## src/rtl/alt_dfe_dprio_pkg.sv

```systemverilog
// rtl/alt_dfe_dprio_pkg.sv - shared FSM state type and default constants for the DPRIO responder
package alt_dfe_dprio_pkg;

  typedef enum logic [1:0] {
    IDLE  = 2'd0,
    WBUSY = 2'd1,
    RBUSY = 2'd2
  } dprio_state_e;

  localparam int DEF_ADDR_WIDTH      = 16;
  localparam int DEF_DATA_WIDTH      = 16;
  localparam int DEF_REG_INDEX_WIDTH = 4;
  localparam int DEF_BUSY_CYCLES     = 4;

  // Value returned for a read whose address falls outside the register file
  localparam logic [DEF_DATA_WIDTH-1:0] ERR_RDATA = '1;

endpackage

```

## src/rtl/alt_dfe_dprio_regfile.sv

```systemverilog
// rtl/alt_dfe_dprio_regfile.sv - register file, synchronous write, combinational read, async clear
module alt_dfe_dprio_regfile #(
  parameter int DATA_WIDTH  = 16,
  parameter int INDEX_WIDTH = 4
) (
  input  logic                   clk_i,
  input  logic                   rst_n_i,
  input  logic                   we_i,
  input  logic [INDEX_WIDTH-1:0] waddr_i,
  input  logic [DATA_WIDTH-1:0]  wdata_i,
  input  logic [INDEX_WIDTH-1:0] raddr_i,
  output logic [DATA_WIDTH-1:0]  rdata_o
);

  localparam int NUM_REGS = 1 << INDEX_WIDTH;

  logic [DATA_WIDTH-1:0] mem_q [NUM_REGS];

  // Entries clear on reset; a write lands on the clock edge that ends the access
  always_ff @(posedge clk_i or negedge rst_n_i) begin
    if (!rst_n_i) begin
      for (int i = 0; i < NUM_REGS; i++) begin
        mem_q[i] <= '0;
      end
    end else if (we_i) begin
      mem_q[waddr_i] <= wdata_i;
    end
  end

  assign rdata_o = mem_q[raddr_i];

endmodule

```

## src/rtl/alt_dfe_dprio_resp.sv

```systemverilog
// rtl/alt_dfe_dprio_resp.sv - DPRIO responder with busy timing; ALT_DFE_DPRIO_RESP_ADDRCHK_EN adds address range checking
module alt_dfe_dprio_resp
  import alt_dfe_dprio_pkg::*;
#(
  parameter int DPRIO_ADDR_WIDTH = DEF_ADDR_WIDTH,
  parameter int DPRIO_DATA_WIDTH = DEF_DATA_WIDTH,
  parameter int REG_INDEX_WIDTH  = DEF_REG_INDEX_WIDTH,
  parameter int BUSY_CYCLES      = DEF_BUSY_CYCLES
) (
  input  logic                        i_avmm_clk,
  input  logic                        i_resetn,
  input  logic                        i_dprio_wren,
  input  logic                        i_dprio_rden,
  input  logic [DPRIO_ADDR_WIDTH-1:0] i_dprio_addr,
  input  logic [DPRIO_DATA_WIDTH-1:0] i_dprio_data,
  output logic                        o_dprio_busy,
  output logic [DPRIO_DATA_WIDTH-1:0] o_dprio_in,
  output logic                        o_proto_err
);

  localparam int CNT_W = $clog2(BUSY_CYCLES + 1);

  dprio_state_e                state_q;
  logic [CNT_W-1:0]            cnt_q;
  logic [DPRIO_ADDR_WIDTH-1:0] addr_q;
  logic [DPRIO_DATA_WIDTH-1:0] wdata_q;
  logic [DPRIO_DATA_WIDTH-1:0] rdata_q;
  logic                        busy_q;
  logic                        err_q;
  logic                        wren_prev_q;
  logic                        rden_prev_q;
  logic                        hist_vld_q;

  logic                        wr_edge;
  logic                        rd_edge;
  logic                        last_cyc;
  logic                        acc_oor;
  logic                        cur_oor;
  logic                        rf_we;
  logic [DPRIO_DATA_WIDTH-1:0] rf_rdata;
  logic [DPRIO_DATA_WIDTH-1:0] rd_value;

  // hist_vld_q masks the first cycle after reset so a strobe already high is not an edge
  assign wr_edge  = hist_vld_q & i_dprio_wren & ~wren_prev_q;
  assign rd_edge  = hist_vld_q & i_dprio_rden & ~rden_prev_q;
  assign last_cyc = (state_q != IDLE) && (cnt_q == CNT_W'(1));

`ifdef ALT_DFE_DPRIO_RESP_ADDRCHK_EN
  localparam logic [DPRIO_DATA_WIDTH-1:0] ERR_FILL = {DPRIO_DATA_WIDTH{ERR_RDATA[0]}};
  assign acc_oor  = (i_dprio_addr >> REG_INDEX_WIDTH) != '0;
  assign cur_oor  = (addr_q >> REG_INDEX_WIDTH) != '0;
  assign rd_value = cur_oor ? ERR_FILL : rf_rdata;
`else
  logic unused_addr_hi;
  assign unused_addr_hi = ^addr_q[DPRIO_ADDR_WIDTH-1:REG_INDEX_WIDTH];
  assign acc_oor  = 1'b0;
  assign cur_oor  = 1'b0;
  assign rd_value = rf_rdata;
`endif

  assign rf_we = (state_q == WBUSY) && last_cyc && !cur_oor;

  alt_dfe_dprio_regfile #(
    .DATA_WIDTH  (DPRIO_DATA_WIDTH),
    .INDEX_WIDTH (REG_INDEX_WIDTH)
  ) u_regfile (
    .clk_i   (i_avmm_clk),
    .rst_n_i (i_resetn),
    .we_i    (rf_we),
    .waddr_i (addr_q[REG_INDEX_WIDTH-1:0]),
    .wdata_i (wdata_q),
    .raddr_i (addr_q[REG_INDEX_WIDTH-1:0]),
    .rdata_o (rf_rdata)
  );

  // Access FSM: accept one edge in IDLE, count down busy, complete on the last busy cycle
  always_ff @(posedge i_avmm_clk or negedge i_resetn) begin
    if (!i_resetn) begin
      state_q     <= IDLE;
      cnt_q       <= '0;
      addr_q      <= '0;
      wdata_q     <= '0;
      rdata_q     <= '0;
      busy_q      <= 1'b0;
      err_q       <= 1'b0;
      wren_prev_q <= 1'b0;
      rden_prev_q <= 1'b0;
      hist_vld_q  <= 1'b0;
    end else begin
      hist_vld_q  <= 1'b1;
      wren_prev_q <= i_dprio_wren;
      rden_prev_q <= i_dprio_rden;
      err_q       <= 1'b0;
      case (state_q)
        IDLE: begin
          if (wr_edge && rd_edge) begin
            err_q <= 1'b1;
          end else if (wr_edge || rd_edge) begin
            state_q <= wr_edge ? WBUSY : RBUSY;
            cnt_q   <= CNT_W'(BUSY_CYCLES);
            busy_q  <= 1'b1;
            addr_q  <= i_dprio_addr;
            wdata_q <= i_dprio_data;
            // With a single busy cycle the range error lands on the acceptance edge
            if (BUSY_CYCLES == 1 && acc_oor) err_q <= 1'b1;
          end
        end
        default: begin
          if (wr_edge || rd_edge) err_q <= 1'b1;
          if (cnt_q == CNT_W'(1)) begin
            state_q <= IDLE;
            busy_q  <= 1'b0;
            cnt_q   <= '0;
            if (state_q == RBUSY) rdata_q <= rd_value;
          end else begin
            cnt_q <= cnt_q - CNT_W'(1);
            // Raise the range error so it is visible during the last busy cycle
            if (cnt_q == CNT_W'(2) && cur_oor) err_q <= 1'b1;
          end
        end
      endcase
    end
  end

  assign o_dprio_busy = busy_q;
  assign o_dprio_in   = rdata_q;
  assign o_proto_err  = err_q;

endmodule

```

## config.mk

```make
export PLATFORM = sky130hd
export DESIGN_NAME = alt_dfe_dprio_resp
export DESIGN_NICKNAME = d
export VERILOG_FILES = /design/src/rtl/alt_dfe_dprio_pkg.sv /design/src/rtl/alt_dfe_dprio_regfile.sv /design/src/rtl/alt_dfe_dprio_resp.sv
export SDC_FILE = /design/constraint.sdc
export NUM_CORES = 1
export LEC_CHECK = 0
export ABC_AREA = 1
export CAP_MARGIN = 10
export CORE_MARGIN = 5
export CORE_UTILIZATION = 55
export CTS_BUF_LIST = sky130_fd_sc_hd__clkbuf_4
export DETAILED_ROUTE_END_ITERATION = 8
export GPL_TIMING_DRIVEN = 0
export PLACE_DENSITY_LB_ADDON = 0.2
export SLEW_MARGIN = 40
export SYNTH_ARGS = -nofsm -noshare
export SYNTH_HDL_FRONTEND = slang
export SYNTH_SLANG_ARGS = --single-unit
```

## constraint.sdc

```tcl
create_clock -name i_avmm_clk -period 4.4 [get_ports i_avmm_clk]
set_input_delay 1.32 -clock i_avmm_clk [delete_from_list [all_inputs] [get_ports i_avmm_clk]]
set_output_delay 1.32 -clock i_avmm_clk [all_outputs]
set_load 0.005 [all_outputs]
```

==> impl_metrics.toml, run 1 <==
[synth]
syn_nets = 1791
postSynthCellCount = 1751
async_reset_ff_share_pct = 100.0
ys_warn_count = 0
ys_seq_area_share_pct = 54.96
netlist_area_sq_um = 13750
synth.most_common_cell = "nand2_1"
synth-seq-cells = 302
ys_types = 27
synth_edf_count = 0
avgSynthCellArea_sq_um = 7.853
synth_area_leaders = "dfrtp_1, nand2_1, o21ai_0, o21ai_1, nor2_1"
synth_top_area_share_pct = 54.96
synth_common_cells = "nand2_1, dfrtp_1, o21ai_0"
synth_top_flop_cell = "dfrtp_1"
yosysTopAreaCell = "dfrtp_1"

[critical_path]
path_class = "reg -> out"
end_kind = "output pin"
crit_cells = 1
timing.rr.start = "cnt_q[1]"
cp_data_required_time_ns = 3.08
reg2reg_slack_ns = 1.98
slowest_stage = "clkdlybuf4s50_1"
r2r_end = "o_dprio_in[4]"
crit_chain = "clkdlybuf4s50_1"
path_buf_inv = 1
cp_max_fo = 2
crit_arrival_ns = 1.57
startpoint_type = "flip-flop"
ff2ff_path_depth = 10
critPathTopFamily = "buffers and inverters"
slowest_delay_ns = 0.52

[timing]
final_hold_viol_count = 0
fin_crit_ns = 2.891
drv_slew = 0
post-route-period-util_pct = 65.70
rsz0062_at_grt = "no"
setup_ws_ns = 1.509
setup-violations-final = 0
clock_skew_ns = 0.04720
max_freq_mhz = 345.9
relSlewSlack_pct = 37.62
worstMarginPinSlew_ns = 0.9357
whs_ns = 0.4652

[placement]
post-place-ws_ns = 1.099
dp_hpwl_um = 32620
port_buffers = 41
gp_congestion = 0.9983

[run]
cap_violations = 0

[clocking]
holdBufCountCts = 0
clkLatencyLatePin_ns = 0.70
cts_sinks = 302
root_buffer = "clkbuf_4"
clockBufferDepth = 3
htreeDepth = 3
cts_resized = 0
cts_tree = "built"
clk_pin_slew_worst_paths_ns = 0.07
postCtsSetupBuffers = 0
cts_buffers = 80

[final_layout]
nNetsFinal = 1919
area_growth_pct = 14.10
drive_above_1_share_pct = 11.54

[floorplan]
rows = 57
die_y_um = 168.1
core-area_sq_um = 24460
initial_core_util_pct = 56.21
ios = 54
die_area_sq_um = 28260
dieWidth_um = 168.1

[power]
p_leak_uw = 0.007856
peakVddDrop_mv = 0.4502
power_density_nw_per_um2 = 587.5

[detailed_routing]
antenna_left = 0
routedWlPerCell_um = 20.81
avgViaCountPerCell = 5.628
vias = 12710
drcViolationCount = 0
routed_wl_um = 46980
drt-pass1-iter-count = 6
drt_iter0_markers = 1608

[global_routing]
grt_usage_pct = 33.50
grt_pass1_wl_um = 72130
antenna_found_initial = 1
grt_remaining_overflow = 0
grt_pass1_vias = 12190
grt_max_degree = 78

[min_path]
hold_path_class = "in -> async"

[outcome]
status = "completed"
[area by class of cell]
cell class / instances / area [sq um]
antenna: 2 / 5.005
buffer: 121 / 565.5
clock buffer: 117 / 878.3
clock inverter: 18 / 113.9
fill: 2243 / 8772
inverter: 33 / 128.9
multi-input combinational: 1295 / 5503
sequential: 302 / 7557
tap: 324 / 405.4
timing repair buffer: 46 / 533.0
[worst max-delay path by stage]
stage	start	endpoint	slack, ns
final	o_dprio_in[15]	o_dprio_in[15]	1.51
after detailed placement	i_dprio_wren	wdata_q[13]	1.10
after global placement	i_resetn	u_regfile.mem_q[103]	-10.82
after global routing	o_dprio_in[15]	o_dprio_in[15]	1.44
after floorplan	i_dprio_wren	addr_q[3]	1.85
after CTS	o_dprio_in[15]	o_dprio_in[15]	1.47
[power by group]
group | total (uW) | switching [uW] | leakage, uW | internal [uW]
clock network | 2450 | 1170 | 0.000589 | 1280
logic | 3240 | 2460 | 0.00317 | 778
registers | 3530 | 265 | 0.00410 | 3270
total | 9220 | 3900 | 0.00786 | 5320
[through the flow]
step	std cells	util [%]	instance area, sq um	setup TNS, ns	power, uW
2_1_floorplan	1751	-	13750	0	5167
3_3_place_gp	2116	59.55	14570	-3261.17	6629
3_5_place_dp	2120	60.03	14690	0	6692
4_1_cts	2255	64.09	15680	0	9139
5_1_grt	2257	64.13	15690	0	9641
6_report	2258	64.14	15690	0	9218
[kinds of logic after synthesis]
logic type | after synthesis | synth area share [%]
flip-flops | 302 | 54.96
XOR/XNOR | 1 | 0.06371
AO/OA/AOI/OAI | 284 | 10.36
buffers and inverters | 154 | 5.023
multiplexers | 1 | 0.08189
adder cells (fa/ha/maj) | 4 | 0.3640
AND/OR/NAND/NOR | 1004 | 29.12
other | 1 | 0.02727
[sequential cells by signal, indices dropped and copies added (netlist names)]
name,flops
o_dprio_in,16
u_regfile.mem_q,256
wdata_q,16
wren_prev_q,1
state_q,2
hist_vld_q,1
o_proto_err,1
rden_prev_q,1
cnt_q,3
addr_q,4
o_dprio_busy,1
[routing by layer]
layer | up-vias | GRT usage (%) | wire (um)
li1 | 5820 | - | -
met3 | 140 | 7.597 | 4947
met1 | 6051 | 48.05 | 19490
met4 | 0 | 17.71 | 2696
met2 | 698 | 47.73 | 19850
met5 | - | 0 | 0
[placed cells by master (no fill, tap or decap), types with 5 or more instances in the layout]
cell | netlist | final
dfrtp_1 | 302 | 302
clkdlybuf4s50_1 | 0 | 40
nor2_1 | 71 | 71
buf_1 | 5 | 5
buf_4 | 7 | 8
clkbuf_4 | 0 | 117
nand3_1 | 48 | 48
o21ai_1 | 93 | 93
buf_2 | 53 | 53
clkinv_1 | 0 | 10
nand2_1 | 866 | 866
clkbuf_1 | 54 | 51
nand3_2 | 7 | 7
o21ai_0 | 169 | 169
a21oi_1 | 19 | 19
inv_2 | 7 | 8
inv_1 | 25 | 25
Power figures use the tool's default switching activity.
==> run 2: changes to the inputs <==
==> constraint.sdc (replaced) <==
create_clock -name i_avmm_clk -period 2.5 [get_ports i_avmm_clk]
set_input_delay 0.75 -clock i_avmm_clk [delete_from_list [all_inputs] [get_ports i_avmm_clk]]
set_output_delay 0.75 -clock i_avmm_clk [all_outputs]
set_load 0.005 [all_outputs]
==> run 2 against run 1 <==
  * Critical path depth grew 10
  * Sequential share of layout area barely moved
  * First-iteration DRC count rose by 2.3%
  * Sequential cell count unchanged
  * Non-clock buffer count up 1
  * Sequential power increased by 76%
  * Clock skew is 0.0077 ns lower
  * Final area barely moved
  * Register-to-register slack worse by 1.9 ns
  * Critical endpoint is now o_dprio_in[7]
  * Highest routed layer unchanged
==> impl_metrics.toml, run 2 (synthesis gave the netlist of run 1 again) <==
[power]
internal-power_uw = 9367
clkPwrFrac_pct = 26.5
p_sw_uw = 6891
p_sw_share_pct = 42.39
finalPower_uw = 16260
power_density_nw_per_um2 = 1035
pwr-share-seq_pct = 38.2
p_comb_share_pct = 35.2
p_leak_uw = 0.007859
peakVddDrop_mv = 0.7922

[floorplan]
dieWidth_um = 168.1
die_area_sq_um = 28260
core-area_sq_um = 24460
rows = 57
die_y_um = 168.1
initial_core_util_pct = 56.21
ios = 54

[timing]
final_hold_viol_count = 0
relSlewSlack_pct = 37.81
worstMarginPinSlew_ns = 0.9329
post-route-period-util_pct = 96.39
clock_skew_ns = 0.03948
setup-violations-final = 0
rsz0062_at_grt = "no"
setup_tns_ns = 0
setup_ws_ns = 0.09025
whs_ns = 0.4705
drv_slew = 0
max_freq_mhz = 415.0
fin_crit_ns = 2.410

[final_layout]
largest-register = "u_regfile.mem_q"
final_common_cell = "nand2_1"
drive_above_1_share_pct = 11.54
area_growth_pct = 14.20
final_area_sq_um = 15700
fillers = 2242
final_cell_mix = "nand2_1, dfrtp_1, o21ai_0, clkbuf_4, o21ai_1"
nNetsFinal = 1920
largest_register_ffs = 256

[detailed_routing]
avgViaCountPerCell = 5.651
drt-pass1-iter-count = 6
routed_wl_um = 47040
antenna_left = 0
vias = 12760
drcViolationCount = 0
routedWlPerCell_um = 20.83
drt_iter0_markers = 1645

[global_routing]
met1_usage_pct = 48.07
use_met2_pct = 47.73
grt_pass1_wl_um = 72130
busiest_layer = "met1"
grt.met3_usage_pct = 7.573
grt_max_degree = 78
grt_pass1_vias = 12190
grt_usage_pct = 33.50
grt_remaining_overflow = 0
antenna_found_initial = 1

[placement]
placed_cell_area_sq_um = 14690
post-place-ws_ns = -0.2315
dp_hpwl_um = 32620
port_buffers = 41
gp_congestion = 0.9983

[min_path]
hp-start = "o_dprio_busy"
hold_depth = 2
holdPathEnd = "o_dprio_busy"
hold_path_class = "reg -> reg"

[run]
cap_violations = 0

[critical_path]
cp_data_required_time_ns = 3.12
crit_arrival_ns = 3.03
cp_max_fo = 10
path_buf_inv = 3
r2r_end = "o_dprio_in[7]"
cpMostUsedCell = "nand2_1"
reg2reg_slack_ns = 0.09
ff2ff_path_depth = 11
path_class = "reg -> reg"
slowest_stage = "clkbuf_1"
startpoint_type = "flip-flop"
end_kind = "flip-flop"
slowest_delay_ns = 0.69
timing.rr.start = "addr_q[0]"
crit_chain = "inv_2 > buf_4 > clkbuf_1 > nand2_1 > nand2_1 > nand2_1 > nand2_1 > nand2_1 > nand3_1 > nor2_1 > nor2_1"
critPathTopFamily = "buffers and inverters"

[clocking]
cts_sinks = 302
root_buffer = "clkbuf_4"
htreeDepth = 3
clkLatencyLatePin_ns = 0.70
clk_pin_slew_worst_paths_ns = 0.07
postCtsSetupBuffers = 0
cts_buffers = 80
cts_tree = "built"
clockBufferDepth = 3

[outcome]
status = "completed"
run 2: changes by cell type in the layout (fill, tap and decap cells not counted):
cell and delta:
diode_2 -1, dlygate4sd3_1 +1, nor3_2 -1, nor3_4 +1
run 2: per-stage QoR:
step                      utilization [%]  cells
after global routing                64.20   2258
after CTS                           64.13   2256
after detailed placement            60.03   2120
after global placement              59.55   2116
after floorplan                         -   1751
final                               64.20   2258
run 2: worst max-delay path by stage:
stage                                 endpoint  cells after the start         start
final                            o_dprio_in[7]                     11     addr_q[0]
after global routing             o_dprio_in[5]                      9      cnt_q[1]
after detailed placement           wdata_q[13]                      9  i_dprio_wren
after floorplan                      addr_q[3]                      7  i_dprio_wren
after global placement    u_regfile.mem_q[103]                      1      i_resetn
after CTS                       o_dprio_in[13]                     10      cnt_q[1]
run 2: power by group through the flow:
stage	sequential, uW	clock (uW)	combinational, uW
after CTS	6200	4370	5520
after detailed placement	6280	0	5500
after floorplan	6200	0	2890
after global placement	6270	0	5400
after global routing	6320	4670	6000
final	6220	4310	5730
run 2: routing by layer:
| metal | share of wire, % | vias up |
|---|---|---|
| met5 | 0 | - |
| met4 | 5.8 | 0 |
| met3 | 10 | 143 |
| met2 | 42 | 685 |
| met1 | 42 | 6104 |
| li1 | - | 5828 |
run 2: worst register-to-register path, stage by stage (launching register included):
cell and delay [ns]:
dfrtp_1 0.42, inv_2 0.13, buf_4 0.23, clkbuf_1 0.69, nand2_1 0.13, nand2_1 0.09
nand2_1 0.05, nand2_1 0.14, nand2_1 0.07, nand3_1 0.20, nor2_1 0.08, nor2_1 0.10
run 2: what timing repair did:
| item | in CTS | in global routing |
|---|---|---|
| endpoints found under the setup margin | 0 | 11 |
| hold buffers | 1 | 0 |
| endpoints found under the hold margin | 22 | 0 |
| resized for setup | 0 | 1 |
run 2: layout make-up:
class | count | area [sq um] | share of cell area, %
inverters | 33 | 128.9 | 0.8207
clock inverters | 18 | 113.9 | 0.7250
well taps | 324 | 405.4 | 2.581
diodes | 1 | 2.502 | 0.01593
flip-flops and latches | 302 | 7557 | 48.12
multi-input cells | 1295 | 5509 | 35.08
repair buffers | 47 | 543.0 | 3.458
plain buffers | 121 | 565.5 | 3.601
clock buffers | 117 | 878.3 | 5.593
